==> config.mk <==
export PLATFORM = sky130hd
export DESIGN_NAME = mem_alloc_arbiter
export DESIGN_NICKNAME = d
export VERILOG_FILES = /design/src/rtl/mem_alloc_arbiter.sv
export SDC_FILE = /design/constraint.sdc
export NUM_CORES = 1
export LEC_CHECK = 0
export CORE_ASPECT_RATIO = 1.5
export CORE_UTILIZATION = 36
export DETAILED_ROUTE_END_ITERATION = 7
export PLACE_DENSITY_LB_ADDON = 0.08
export SKIP_CTS_REPAIR_TIMING = 1
export SLEW_MARGIN = 20
export SYNTH_ARGS = -nofsm -noshare
export SYNTH_HDL_FRONTEND = slang
export SYNTH_SLANG_ARGS = --single-unit
==> constraint.sdc <==
create_clock -name clk -period 4 [get_ports clk]
set_clock_uncertainty 0.15 [all_clocks]
set_input_delay 0.8 -clock clk [delete_from_list [all_inputs] [get_ports clk]]
set_output_delay 0.8 -clock clk [all_outputs]
set_load 0.1 [all_outputs]
==> src/rtl/mem_alloc_arbiter.sv <==
// ---------------------------------------------------------------------------
// mem_alloc_arbiter
//   Shares one mem_manager between NPORT input-port writers.
//   Allocate path: round-robin arbitration of per-port block-allocate requests
//   onto the single mm_ocp_req/mm_ocp_rsp handshake, followed by a settle gap
//   so mem_manager always sees its request drop while its bitmap updates.
//   Release path: round-robin merge of per-port block releases onto the single
//   mm_rls_vld/mm_rls_addr port, at most one release per cycle, independent of
//   the allocate FSM.
//
// Ports
//   clk, rst        clock, asynchronous active-high reset
//   alc_req         per-port allocate request (level, held until alc_gnt)
//   alc_gnt         one-hot 1-cycle grant pulse
//   alc_addr        allocated block address, valid while alc_gnt != 0
//   rls_req         per-port release request (level, held until rls_ack)
//   rls_addr        packed release addresses, port i at [i*AWIDTH +: AWIDTH]
//   rls_ack         one-hot 1-cycle release-forwarded pulse
//   mm_ocp_req      allocate request to mem_manager
//   mm_ocp_rsp/vld  allocate response / address-valid from mem_manager
//   mm_ocp_addr     allocated block address from mem_manager
//   mm_full         mem_manager has no free block
//   mm_rls_vld      release strobe to mem_manager
//   mm_rls_addr     released block address to mem_manager
//   alc_busy        allocate FSM is not idle
//   alc_owner       port currently being served (valid while alc_busy)
// All outputs are registered.
// ---------------------------------------------------------------------------
module mem_alloc_arbiter #(
    parameter int NPORT   = 4,
    parameter int AWIDTH  = 10,
    parameter int PWIDTH  = 2,
    parameter int GAP_CYC = 2
) (
    input  logic                    clk,
    input  logic                    rst,
    input  logic [NPORT-1:0]        alc_req,
    output logic [NPORT-1:0]        alc_gnt,
    output logic [AWIDTH-1:0]       alc_addr,
    input  logic [NPORT-1:0]        rls_req,
    input  logic [NPORT*AWIDTH-1:0] rls_addr,
    output logic [NPORT-1:0]        rls_ack,
    output logic                    mm_ocp_req,
    input  logic                    mm_ocp_rsp,
    input  logic                    mm_ocp_vld,
    input  logic [AWIDTH-1:0]       mm_ocp_addr,
    input  logic                    mm_full,
    output logic                    mm_rls_vld,
    output logic [AWIDTH-1:0]       mm_rls_addr,
    output logic                    alc_busy,
    output logic [PWIDTH-1:0]       alc_owner
);

    typedef enum logic [1:0] {
        S_IDLE = 2'd0,
        S_REQ  = 2'd1,
        S_GAP  = 2'd2
    } state_t;

    state_t              state, state_nxt;
    logic [PWIDTH-1:0]   alc_ptr, alc_ptr_nxt;
    logic [PWIDTH-1:0]   alc_owner_nxt;
    logic [2:0]          gap_cnt, gap_cnt_nxt;
    logic                mm_ocp_req_nxt;
    logic                alc_busy_nxt;
    logic [NPORT-1:0]    alc_gnt_nxt;
    logic [AWIDTH-1:0]   alc_addr_nxt;

    logic [PWIDTH-1:0]   rls_ptr, rls_ptr_nxt;
    logic [NPORT-1:0]    rls_elig;
    logic [PWIDTH-1:0]   rls_win;
    logic [NPORT-1:0]    rls_ack_nxt;
    logic                mm_rls_vld_nxt;
    logic [AWIDTH-1:0]   mm_rls_addr_nxt;

    // First set bit of req at or after ptr, scanning upward with wrap.
    function automatic logic [PWIDTH-1:0] rr_pick(input logic [NPORT-1:0]  req,
                                                  input logic [PWIDTH-1:0] ptr);
        logic [PWIDTH-1:0] pick;
        logic              found;
        int                idx;
        pick  = ptr;
        found = 1'b0;
        for (int k = 0; k < NPORT; k++) begin
            idx = (int'(ptr) + k) % NPORT;
            if (!found && req[idx]) begin
                pick  = PWIDTH'(idx);
                found = 1'b1;
            end
        end
        return pick;
    endfunction

    // Pointer advance modulo NPORT (correct for non-power-of-2 NPORT too).
    function automatic logic [PWIDTH-1:0] ptr_inc(input logic [PWIDTH-1:0] p);
        return (int'(p) == NPORT - 1) ? '0 : p + PWIDTH'(1);
    endfunction

    // ---------------- allocate FSM: next state / next outputs ----------------
    always_comb begin
        // NOTE: every signal gets a default before the case so no path leaves
        // it unassigned; otherwise synthesis infers a latch.
        state_nxt      = state;
        alc_ptr_nxt    = alc_ptr;
        alc_owner_nxt  = alc_owner;
        gap_cnt_nxt    = gap_cnt;
        mm_ocp_req_nxt = mm_ocp_req;
        alc_gnt_nxt    = '0;          // grant and address are single-cycle pulses
        alc_addr_nxt   = '0;

        case (state)
            S_IDLE: begin
                // A full mem_manager holds requests off; they stay pending.
                if (|alc_req && !mm_full) begin
                    alc_owner_nxt  = rr_pick(alc_req, alc_ptr);
                    mm_ocp_req_nxt = 1'b1;
                    state_nxt      = S_REQ;
                end
            end
            S_REQ: begin
                // mm_full changes are ignored here: mem_manager has committed.
                mm_ocp_req_nxt = 1'b1;
                if (mm_ocp_rsp && mm_ocp_vld) begin
                    mm_ocp_req_nxt          = 1'b0;
                    alc_gnt_nxt[alc_owner]  = 1'b1;
                    alc_addr_nxt            = mm_ocp_addr;
                    alc_ptr_nxt             = ptr_inc(alc_owner);
                    gap_cnt_nxt             = 3'(GAP_CYC);
                    state_nxt               = S_GAP;
                end
            end
            S_GAP: begin
                // Settle time so mem_manager observes req low before the next one.
                if (gap_cnt == 3'd0) begin
                    state_nxt = S_IDLE;
                end else begin
                    gap_cnt_nxt = gap_cnt - 3'd1;
                end
            end
            default: state_nxt = S_IDLE;
        endcase

        alc_busy_nxt = (state_nxt != S_IDLE);
    end

    // ---------------- release merge: next outputs ----------------
    always_comb begin
        // A port acked last cycle still shows its request high; mask it so the
        // same release is not forwarded twice.
        rls_elig        = rls_req & ~rls_ack;
        rls_win         = rr_pick(rls_elig, rls_ptr);
        rls_ptr_nxt     = rls_ptr;
        rls_ack_nxt     = '0;
        mm_rls_vld_nxt  = 1'b0;
        mm_rls_addr_nxt = '0;
        if (|rls_elig) begin
            rls_ack_nxt[rls_win] = 1'b1;
            mm_rls_vld_nxt       = 1'b1;
            mm_rls_addr_nxt      = rls_addr[int'(rls_win)*AWIDTH +: AWIDTH];
            rls_ptr_nxt          = ptr_inc(rls_win);
        end
    end

    // ---------------- registers ----------------
    // NOTE: sequential state uses non-blocking assignments so every flop
    // samples pre-edge values regardless of statement order.
    always_ff @(posedge clk or posedge rst) begin
        if (rst) begin
            state       <= S_IDLE;
            alc_ptr     <= '0;
            alc_owner   <= '0;
            gap_cnt     <= '0;
            mm_ocp_req  <= 1'b0;
            alc_busy    <= 1'b0;
            alc_gnt     <= '0;
            alc_addr    <= '0;
            rls_ptr     <= '0;
            rls_ack     <= '0;
            mm_rls_vld  <= 1'b0;
            mm_rls_addr <= '0;
        end else begin
            state       <= state_nxt;
            alc_ptr     <= alc_ptr_nxt;
            alc_owner   <= alc_owner_nxt;
            gap_cnt     <= gap_cnt_nxt;
            mm_ocp_req  <= mm_ocp_req_nxt;
            alc_busy    <= alc_busy_nxt;
            alc_gnt     <= alc_gnt_nxt;
            alc_addr    <= alc_addr_nxt;
            rls_ptr     <= rls_ptr_nxt;
            rls_ack     <= rls_ack_nxt;
            mm_rls_vld  <= mm_rls_vld_nxt;
            mm_rls_addr <= mm_rls_addr_nxt;
        end
    end

endmodule

==> summary.md, run 1 <==
Tracing the worst setup path back leads to its startpoint at alc_owner[0]. The placed instances occupy a cell area of 3257 sq um. The most used flip-flop cell after synthesis is sky130_fd_sc_hd__dfrtp_1. Maximum level of the CTS H-tree: 2. The critical path start-end classification was register to primary output.

After synthesis the cells add up to 2251 sq um. For this block, the initial DRC count from the detailed router was 48. For the global-route wire length before repair, the log shows 8321 um. Count of flip-flops with a built-in enable after synthesis: 0. The tools report the highest ir drop seen on vdd as 0.6603 mV. STA classifies the critical path endpoint as a primary output.

For the number of max-slew violations in the final report, the log shows 0. The filler cells instantiated in the layout total 534. The area share of the leading cell type in the synthesized netlist is 0.4669, and the final antenna diode count is 0.

For the pin with the worst max-slew slack, the measured transition is 1.021 ns. Broken down by cell family, the worst path's largest delay share belongs to buffers and inverters. In this run the clock root is driven by a sky130_fd_sc_hd__clkbuf_8. For the all-layer global routing usage, the log shows 0.1687.

TritonCTS built the clock tree. Yosys printed 0 warnings. In this run the power density over the cells is 830.3 nW/um^2.

Largest fanout on the critical path: 6. The required time of the critical path came out at 3.05 ns. The run finished with clean final reports. Launching element type of the critical path: a register. The run gives 0 as the global route total overflow. Counting every sink on the clock net gives 42. Launching point of the worst reg2reg path: rls_ptr[1]. The later pin in the worst-skew pair is clocked with a latency of 0.29 ns.

The data arrival time of the worst path came out at 1.93 ns. The synthesis-stage register bit count came out at 42. Count of endpoints failing hold in the final timing report: 0.

By area the synthesized netlist is led by sky130_fd_sc_hd__dfrtp_1 (47%), sky130_fd_sc_hd__mux2i_1 (9.3%), sky130_fd_sc_hd__ha_1 (7.8%). The combined buffer and inverter count along the critical path was 1; the maximum number of buffers from clock root to sink was 2. The proportion of layout cells with a drive suffix above 1 is 0.09967, and the delay of the slowest cell on the worst path is 1.18 ns.

The initial standard-cell utilization of the core was 0.3807. The floorplan step set the die width to 66.56 um. The count of buffers inserted at the top-level ports is 95.

The final instance area was 3400 sq um; the number of setup violations in the final report was 0. For the final-layout setup total negative slack, the log shows 0 ns. The run gives 0.4669 as the share of synthesized area occupied by flip-flops and latches. The synthesized design spends more area on one cell type than any other, namely sky130_fd_sc_hd__dfrtp_1. The floorplan has 34 rows. Total power for the finished layout comes to 2.823 mW. After clock tree synthesis, the clock-pin slew on the worst setup and hold paths is 0.08 ns. At the end of routability-driven placement, the weighted congestion stood at 0.7722. The clock period minus final worst setup slack is 2.876 ns.

After floorplanning, the core was sized to cover 5913 sq um. The async set-reset flop share out of synthesis works out to 1.000. Among all stages on the critical path, the largest delay is contributed by sky130_fd_sc_hd__clkdlybuf4s50_1. The path class of the tightest hold or removal check is register to register. After detailed routing, the average wire length per cell comes to 14.27 um. The logs give 279 for the number of nets produced by synthesis and 1.514 nW for the leakage power summed over all cells. The tools report the total half-perimeter wirelength after legalization and detailed placement as 4094 um.

Based on the critical path, the design can be clocked at up to 0.3477 GHz. For the number of global-route vias before repair, the log shows 1820. The signal on the critical path passes through clkdlybuf4s50_1.

The worst slew slack as a fraction of its limit came out at 0.3173. The number of clock buffers inserted by TritonCTS was 5. In the routed design, unresolved DRC markers number 0. The number of max-capacitance violations reported was 0; the routed via count divided by cell count was 4.874.

The routed wire length is 5321 um, and the synthesized area divided by synthesized cell count is 11.14 sq um. The die covers 6579 sq um. Relative to the synthesized area, the layout overhead comes to 51.03%. The fraction of the cycle the final worst path needs works out to 0.7191. The startpoint identified for the worst hold timing path is gap_cnt[0].

For this run, the detailed router's first-pass iteration total came to 4. The maximum number of pins on one net before global-route repair was 28. In this run the vertical extent of the chip is 98.85 um.

The cell count after synthesis came out at 202. The number of routed nets with antenna violations is 0, and the top-level I/O count is 96. For this block, the via count after detailed routing is 1818.

Setup repair after global routing left no endpoint under its margin. The count of distinct cell types in the synthesized netlist is 39. Initial antenna violation count: 0. At the end of the flow, the number of nets in the layout was 377.
[power breakdown]
part	total (mW)	internal (mW)	switching, mW
registers	0.656	0.564	0.0922
logic	1.75	0.556	1.20
clock network	0.415	0.266	0.148
total	2.82	1.39	1.44
[tightest hold or removal path, cell delays in order (launching register included)]
cell                      delay [ns]
sky130_fd_sc_hd__dfrtp_1        0.36
sky130_fd_sc_hd__nand2_1        0.05
sky130_fd_sc_hd__o21ai_0        0.06
[final timing paths]
check                            endpoint  slack [ns]  depth (start not counted)
max in group asynchronous     alc_addr[5]        2.34                          3
min in group asynchronous      mm_rls_vld        0.73                          2
max                          alc_owner[0]        1.12                          1
min reg2reg                    gap_cnt[0]        0.35                          2
max reg2reg                mm_rls_addr[4]        1.85                          6
min                            gap_cnt[0]        0.35                          2
[cell type report]
class                   instances  area, sq um  share of cell area
inverters                      12        45.04             0.01325
clock buffers                   6        82.58             0.02429
clock inverters                 2        60.06             0.01767
repair buffers                 98        973.4              0.2863
well taps                      72        90.09             0.02650
flip-flops and latches         42         1051              0.3092
multi-input cells             141         1097              0.3228
[per-stage QoR]
step,setup slack [ns],util,hold WS (ns),cells
6_report,1.124,0.5749,0.3546,373
5_1_grt,1.054,0.5749,0.4006,373
4_1_cts,1.077,0.5749,0.3653,373
3_5_place_dp,1.034,0.5508,0.3448,365
3_3_place_gp,1.063,0.5508,0.3115,365
2_1_floorplan,1.389,-,0.2998,202
[cell usage after synthesis (2+ instances only)]
master                     instances
sky130_fd_sc_hd__nand2b_4          2
sky130_fd_sc_hd__dfrtp_1          42
sky130_fd_sc_hd__and2_1           19
sky130_fd_sc_hd__a21oi_1           9
sky130_fd_sc_hd__o22ai_2          10
sky130_fd_sc_hd__clkbuf_1          2
sky130_fd_sc_hd__mux2i_1          21
sky130_fd_sc_hd__nand3_1           4
sky130_fd_sc_hd__ha_1             14
sky130_fd_sc_hd__nor2b_1           5
sky130_fd_sc_hd__o21ai_0          12
sky130_fd_sc_hd__and3_1            2
sky130_fd_sc_hd__a221oi_1          3
sky130_fd_sc_hd__nor2_1           10
sky130_fd_sc_hd__inv_1            12
sky130_fd_sc_hd__buf_6             2
sky130_fd_sc_hd__nand2_1          11
[state kept, by name (all words and copies together) (netlist names)]
signal / flops
state: 2
alc_busy: 1
rls_ptr: 2
mm_ocp_req: 1
alc_owner: 2
alc_addr: 10
alc_gnt: 4
alc_ptr: 2
mm_rls_addr: 10
rls_ack: 4
mm_rls_vld: 1
gap_cnt: 3
[cells in the final DEF (no fill, tap or decap), drive strengths merged, types with 2 or more instances in the layout]
master	n
nor2	10
nand3	5
clkdlybuf4s50	95
nand2b	3
mux2i	21
nand2	11
and3	2
clkbuf	6
ha	14
bufinv	2
a21oi	10
o21ai	13
o22ai	10
inv	12
buf	3
nor3	2
nor2b	6
and2	19
dfrtp	42
a221oi	3
[cell families (layout without fill, tap and decap cells)]
group | count (synthesis) | in the layout | synth area share
and+or+nand+nor | 62 | 62 | 0.1612
DFF | 42 | 42 | 0.4669
buffers and inverters | 19 | 118 | 0.04558
adders and majority gates | 14 | 14 | 0.07782
muxes | 22 | 22 | 0.09839
AOI/OAI and AO/OA | 43 | 43 | 0.1501
[routing by layer]
layer	global-route usage	wire length, um
met1	0.1791	2010
met2	0.3092	2941
met3	0.03935	277
met4	0.06547	91
met5	0	0
No activity file was read; power rests on OpenSTA's default activity.
==> run 2, diff against run 1 <==
Clock period 4 ns to 2.4 ns, I/O delays scaled along.
==> run 2 against run 1 <==
Count of clock-buffer cells in the layout is the same. Die area is the same. Routed wire length fell by 3.1%. Sequential cell count did not move. Sequential share of layout area increased by 0.85 points. Cell count up 1.1%. Via count decreased by 1.4%. Power up 60%. Largest power group unchanged.
==> summary.md, run 2 (synthesis gave the netlist of run 1 again) <==
The detail route stage leaves a number of antenna-violating nets equal to 0. Clock latency on the worst-skew pair, taken at its later pin, is 0.29 ns. Derived from the worst setup path, the maximum achievable clock frequency is 0.4570 GHz. The number of max-slew violations in the final report came out at 0. Placement row count: 34. TritonCTS built the clock tree. At the pin with the least slew margin, the transition time is 0.5305 ns. STA classifies the critical path startpoint as an input pin. In this run the deepest clock path goes through 2 buffers. The area occupied by registers was 1055 sq um; the all-layer global routing usage was 0.1606. The logs give 2.21 ns for the data arrival time of the worst path and 0 for the final antenna diode count. Buffers inserted during clock tree synthesis total 5. The number of global-route vias before repair came out at 1735. The placeable core region was 5913 sq um. In this run the tool buffered the top-level ports with 95 buffer cells. Clock-pin slew was measured on the worst setup and hold paths at 0.08 ns. The logs give 2 for the maximum level of the CTS H-tree and 96 for the top-level I/O count. Max-cap violations in this run came to 0.

Entering global routing, the biggest net connects 43 pins. The run finished with clean final reports. The fraction of the cycle the final worst path needs is 0.9118. The endpoint type of the worst setup path was a register. Summing all placed instances gives a cell area of 3241 sq um.

Number of search-and-repair iterations in the first detailed-routing pass: 4. The cell sitting at the root of the clock tree is a sky130_fd_sc_hd__clkbuf_8. The leakage power summed over all cells is 1.558 nW. The multi-input combinational cells in the finished layout cover a total of 1097 sq um.

The first global-routing pass estimated 8100 um of wire. For the finished layout, the period the worst path requires is 2.188 ns. The proportion of layout cells with a drive suffix above 1 came out at 0.2262. For the number of clock sinks, the log shows 42. Before CTS, the worst setup slack after placement is -0.08048 ns. The layout-stage area growth over the synthesis result is 47.53%, and the final instance area is 3321 sq um. The run gives 57 as the number of violations reported at the end of detailed-routing iteration 0. The total half-perimeter wirelength after legalization and detailed placement was 3927 um; the ratio of total power to cell area was 1356 nW/um^2.

The largest registers in the layout are alc_addr: 10 flops, mm_rls_addr: 10 flops. The mean routed wirelength per cell came out at 13.67 um. In the routed design, unresolved DRC markers number 0.

The library cells used most frequently in the layout, excluding fill and tap cells, are sky130_fd_sc_hd__clkdlybuf4s50_1 (62), sky130_fd_sc_hd__dfrtp_1 (39), sky130_fd_sc_hd__buf_4 (39). At the end of routability-driven placement, the weighted congestion stood at 0.7947. Setup violations remaining at the end of the flow were counted as 0. The class of the tightest hold or removal check is register to register. Leaving out fill and tap cells, the most frequent cell in the layout is sky130_fd_sc_hd__clkdlybuf4s50_1. The die outline height was 98.85 um.

The tools report the required time of the critical path as 2.42 ns. The worst slew slack as a fraction of its limit is 0.6464. Setup repair after global routing left no endpoint under its margin.

The initial antenna violation count was 0; the number of cells in the design after placement was 370. The routed via count divided by cell count works out to 4.753. The fill cell total of the finished layout was 545. Across all setup checks in the final design, the least slack found is 0.2118 ns. The setup path with the least slack is of type input pin to register. The tools report the highest ir drop seen on vdd as 0.7877 mV. The global route total overflow is 0, and the net total in the final layout is 382. Count of endpoints failing hold in the final timing report: 0. The initial standard-cell utilization of the core is 0.3807, and the die area is 6579 sq um. The horizontal die dimension is 66.56 um, and the count of placed standard cells in the final layout, fillers left out is 377. The run gives 5154 um as the routed wire length. The largest fanout on the critical path works out to 5.

The via total after detailed routing was 1792.
==> run 2: cell count changes in the layout (fill, tap and decap cells not counted) <==
cell                              previous run  this run
sky130_fd_sc_hd__buf_4                       3        39
sky130_fd_sc_hd__clkdlybuf4s50_1            95        62
sky130_fd_sc_hd__dfrtp_1                    42        39
sky130_fd_sc_hd__dfrtp_2                     0         3
sky130_fd_sc_hd__buf_12                      0         2
sky130_fd_sc_hd__bufinv_16                   2         0
sky130_fd_sc_hd__clkbuf_1                    0         1
sky130_fd_sc_hd__clkbuf_8                    6         5
sky130_fd_sc_hd__clkinvlp_4                  0         1
==> run 2: worst max-delay path, cell delays in order <==
cell and delay, ns:
sky130_fd_sc_hd__clkdlybuf4s50_1 0.44, sky130_fd_sc_hd__nor2b_2 0.22, sky130_fd_sc_hd__nor2_1 0.10, sky130_fd_sc_hd__o21ai_0 0.24, sky130_fd_sc_hd__and3_1 0.23, sky130_fd_sc_hd__ha_1 0.24
sky130_fd_sc_hd__mux2_2 0.26
==> run 2: layer usage <==
metal,global-route usage,vias to the layer above,wire (um),part of all wire
li1,-,899,-,-
met1,0.1870,828,2017,0.39
met2,0.2813,59,2788,0.54
met3,0.03125,6,259,0.050
met4,0.06219,0,89,0.017
met5,0,-,0,0
==> run 2: final cells by class <==
type                            count  area share
Inverter                           12     0.01356
Sequential cell                    42      0.3176
Clock buffer                        6     0.02185
Tap cell                           72     0.02713
Timing Repair Buffer              103      0.2871
Clock inverter                      1    0.002261
Multi-Input combinational cell    141      0.3304
==> run 2: path summary, 6_finish.rpt <==
| kind | end | slack (ns) | cells after the start | startpoint |
|---|---|---|---|---|
| setup / recovery | rls_ptr[1] | 0.21 | 7 | rls_req[3] |
| hold reg to reg | gap_cnt[0] | 0.35 | 2 | gap_cnt[0] |
| hold / removal | gap_cnt[0] | 0.35 | 2 | gap_cnt[0] |
| min in group asynchronous | mm_rls_vld | 0.48 | 3 | rst |
| setup reg to reg | rls_ptr[1] | 0.46 | 6 | rls_ack[3] |
| max in group asynchronous | rls_ack[2] | 1.22 | 3 | rst |
==> run 2: where the power goes <==
part | total (mW) | leakage, nW | switching (mW) | internal (mW)
registers | 1.10 | 0.527 | 0.160 | 0.943
clock network | 0.431 | 0.0373 | 0.231 | 0.200
logic | 2.97 | 0.993 | 2.00 | 0.966
==> run 2: per-stage QoR <==
step	hold slack, ns	util	setup TNS (ns)	power, mW
floorplan	0.2998	-	0	3.414
global placement	0.3157	0.5480	-0.04070	4.092
detailed placement	0.3292	0.5480	-0.1001	4.109
CTS	0.3476	0.5616	0	4.560
global route	0.4046	0.5616	0	4.771
finish	0.3452	0.5616	0	4.504
==> run 3, diff against run 2 <==
Settings changed: CORE_UTILIZATION 36 to 38.
==> run 3 against run 2 <==
Design area is 2.1% higher. Clock power is 55% higher. Sequential share of layout area is 0.66 points lower. Largest cell class unchanged.
==> summary.md, run 3 (synthesis gave the netlist of run 1 again) <==
The critical path starts at rls_req[3]. For the global route total overflow, the log shows 0. After detailed routing, the average wire length per cell comes to 13.44 um. For the worst flop-to-flop path, the logic depth is 6.

The worst hold slack across all endpoints was 0.3431 ns. The logs give 0 for the number of max-capacitance violations reported and 0.29 ns for the insertion delay of the later-clocked pin in the worst-skew pair. The CTS root buffer is sky130_fd_sc_hd__clkbuf_8. On the critical path, the stage with the largest delay is an instance of sky130_fd_sc_hd__clkdlybuf4s50_1. The logs give 0.4572 GHz for the maximum frequency from static timing analysis and 0.1688 for the all-layer global routing usage. The worst register-to-register path begins at rls_ack[3]. Horizontal die dimension: 64.84 um.

Number of routed nets with antenna violations: 0. The tools report the met2 capacity usage during global routing as 0.3064. In this run the most used layer during global routing was met2. Maximum level of the CTS H-tree: 2. The worst setup path is launched from an input pin. Setup repair after global routing left no endpoint under its margin. Most common cell after layout, fill and taps aside: sky130_fd_sc_hd__clkdlybuf4s50_1. In this run the power density over the cells is 1394 nW/um^2. The die outline height was 96.26 um. The run gives 1699 as the number of global-route vias before repair. The number of clock buffers inserted by TritonCTS is 5, and the initial standard-cell utilization of the core is 0.3919.

The global-route met1 utilization is 0.1905. The global-route wire length before repair is 7921 um, and the number of clock sinks is 42. After detailed routing, the total wire length is 5080 um. The data arrival time of the worst path is 2.22 ns. Routability-driven placement finished with a final weighted congestion of 0.7829.

The worst slew slack as a fraction of its limit was 0.7254; the leakage power summed over all cells was 1.593 nW. The routed via count divided by cell count is 4.701. Walking the worst path, the cells encountered are clkdlybuf4s50_1 -> nor2b_2 -> nor2_1 -> o21ai_0 -> and3_1 -> ha_1 -> mux2_2. Compared with the post-synthesis result, the final layout area differs by 50.64%. The placeable core region was 5743 sq um.

After clock tree synthesis, the clock-pin slew on the worst setup and hold paths is 0.08 ns. Grouping stages by cell kind, the critical path spends the most delay in simple AND/OR/NAND/NOR gates. In this run the number of cells on the critical path is 7. Once placement completed, the tool counted placed cells totaling 370.

Setup violations remaining at the end of the flow were counted as 0. On the worst path, the slowest cell contributes a delay of 0.44 ns. For flop-to-flop paths, the worst setup slack is 0.47 ns. For the number of max-slew violations in the final report, the log shows 0.

The endpoint type of the worst setup path was a register. After the first detailed-routing iteration, the DRC count stood at 75. The floorplan step defined a die boundary enclosing 6242 sq um.

The placement row count is 34. The largest registers in the layout are alc_addr: 10 flops, mm_rls_addr: 10 flops. The pin slew with the least headroom to its limit came out at 0.4113 ns.

Final antenna diode count: 0. The combined buffer and inverter count along the critical path works out to 1. In the layout the commonest cells are sky130_fd_sc_hd__clkdlybuf4s50_1 (62), sky130_fd_sc_hd__dfrtp_1 (39), sky130_fd_sc_hd__buf_4 (38). The net total in the final layout was 382. The clock period minus final worst setup slack was 2.187 ns.

For the number of search-and-repair iterations in the first detailed-routing pass, the log shows 4. The total half-perimeter wirelength after legalization and detailed placement was 3993 um. The fraction of the cycle the final worst path needs was 0.9114. The tools report the timing endpoint of the critical path as rls_ptr[1]. The largest fanout on the critical path was 5; the top-level I/O count was 96.

The finished layout holds 378 standard cells, fillers aside. TritonCTS built the clock tree. The logs give 1777 for the via total after detailed routing and 0.7761 mV for the highest ir drop seen on vdd. The worst register-to-register path ends at rls_ptr[1].

The flow ran to the end, and the final reports show no timing, DRC or antenna violations. In the routed design, unresolved DRC markers number 0. For the count of endpoints failing hold in the final timing report, the log shows 0. In this run the deepest clock path goes through 2 buffers. The proportion of layout cells with a drive suffix above 1 was 0.2320. Entering global routing, the biggest net connects 26 pins. The worst hold path belongs to the class input pin to asynchronous set/reset pin. At the worst endpoint, the required time is 2.43 ns.

The met3 routing resource usage after global routing is 0.03199, and the initial antenna violation count is 0. Count of buffers inserted at the top-level ports: 95. The critical path start-end classification was input pin to register.
[run 3: power breakdown]
part	total (mW)	leakage (nW)	switching [mW]	internal, mW
clock	0.667	0.0683	0.250	0.417
combinational	2.96	0.997	2.00	0.966
sequential	1.09	0.527	0.152	0.943
total	4.73	1.59	2.40	2.33
[run 3: stage by stage]
stage               worst slack, ns  total power, mW    util  setup TNS [ns]  instance area (sq um)
floorplan                  0.002001            3.414       -               0                   2255
global placement          -0.002898            4.077  0.5664       -0.002898                   3253
detailed placement         -0.08457            4.095  0.5664         -0.1096                   3253
CTS                          0.2120            4.778  0.5904               0                   3391
global route                 0.1164            5.000  0.5904               0                   3391
finish                       0.2127            4.725  0.5904               0                   3391
[run 3: worst min path at each step]
stage               slack [ns]  cells after the start        endpoint
finish                    0.34                      2      mm_rls_vld
detailed placement        0.35                      2      gap_cnt[0]
global placement          0.32                      2      gap_cnt[0]
floorplan                 0.30                      2      gap_cnt[0]
CTS                       0.36                      2      mm_rls_vld
global route              0.38                      2  mm_rls_addr[5]
[run 3: cell type report]
cell class	instances	area [sq um]
fillers	510	2352
multi-input cells	141	1097
flip-flops and latches	42	1055
repair buffers	103	965.9
well taps	72	90.09
clock buffers	5	68.82
clock inverters	3	68.82
inverters	12	45.04
[run 3: per-layer routing]
| metal | vias up | wire length [um] |
|---|---|---|
| li1 | 905 | - |
| met3 | 9 | 257 |
| met4 | 0 | 106 |
| met2 | 60 | 2666 |
| met5 | - | 0 |
| met1 | 803 | 2050 |
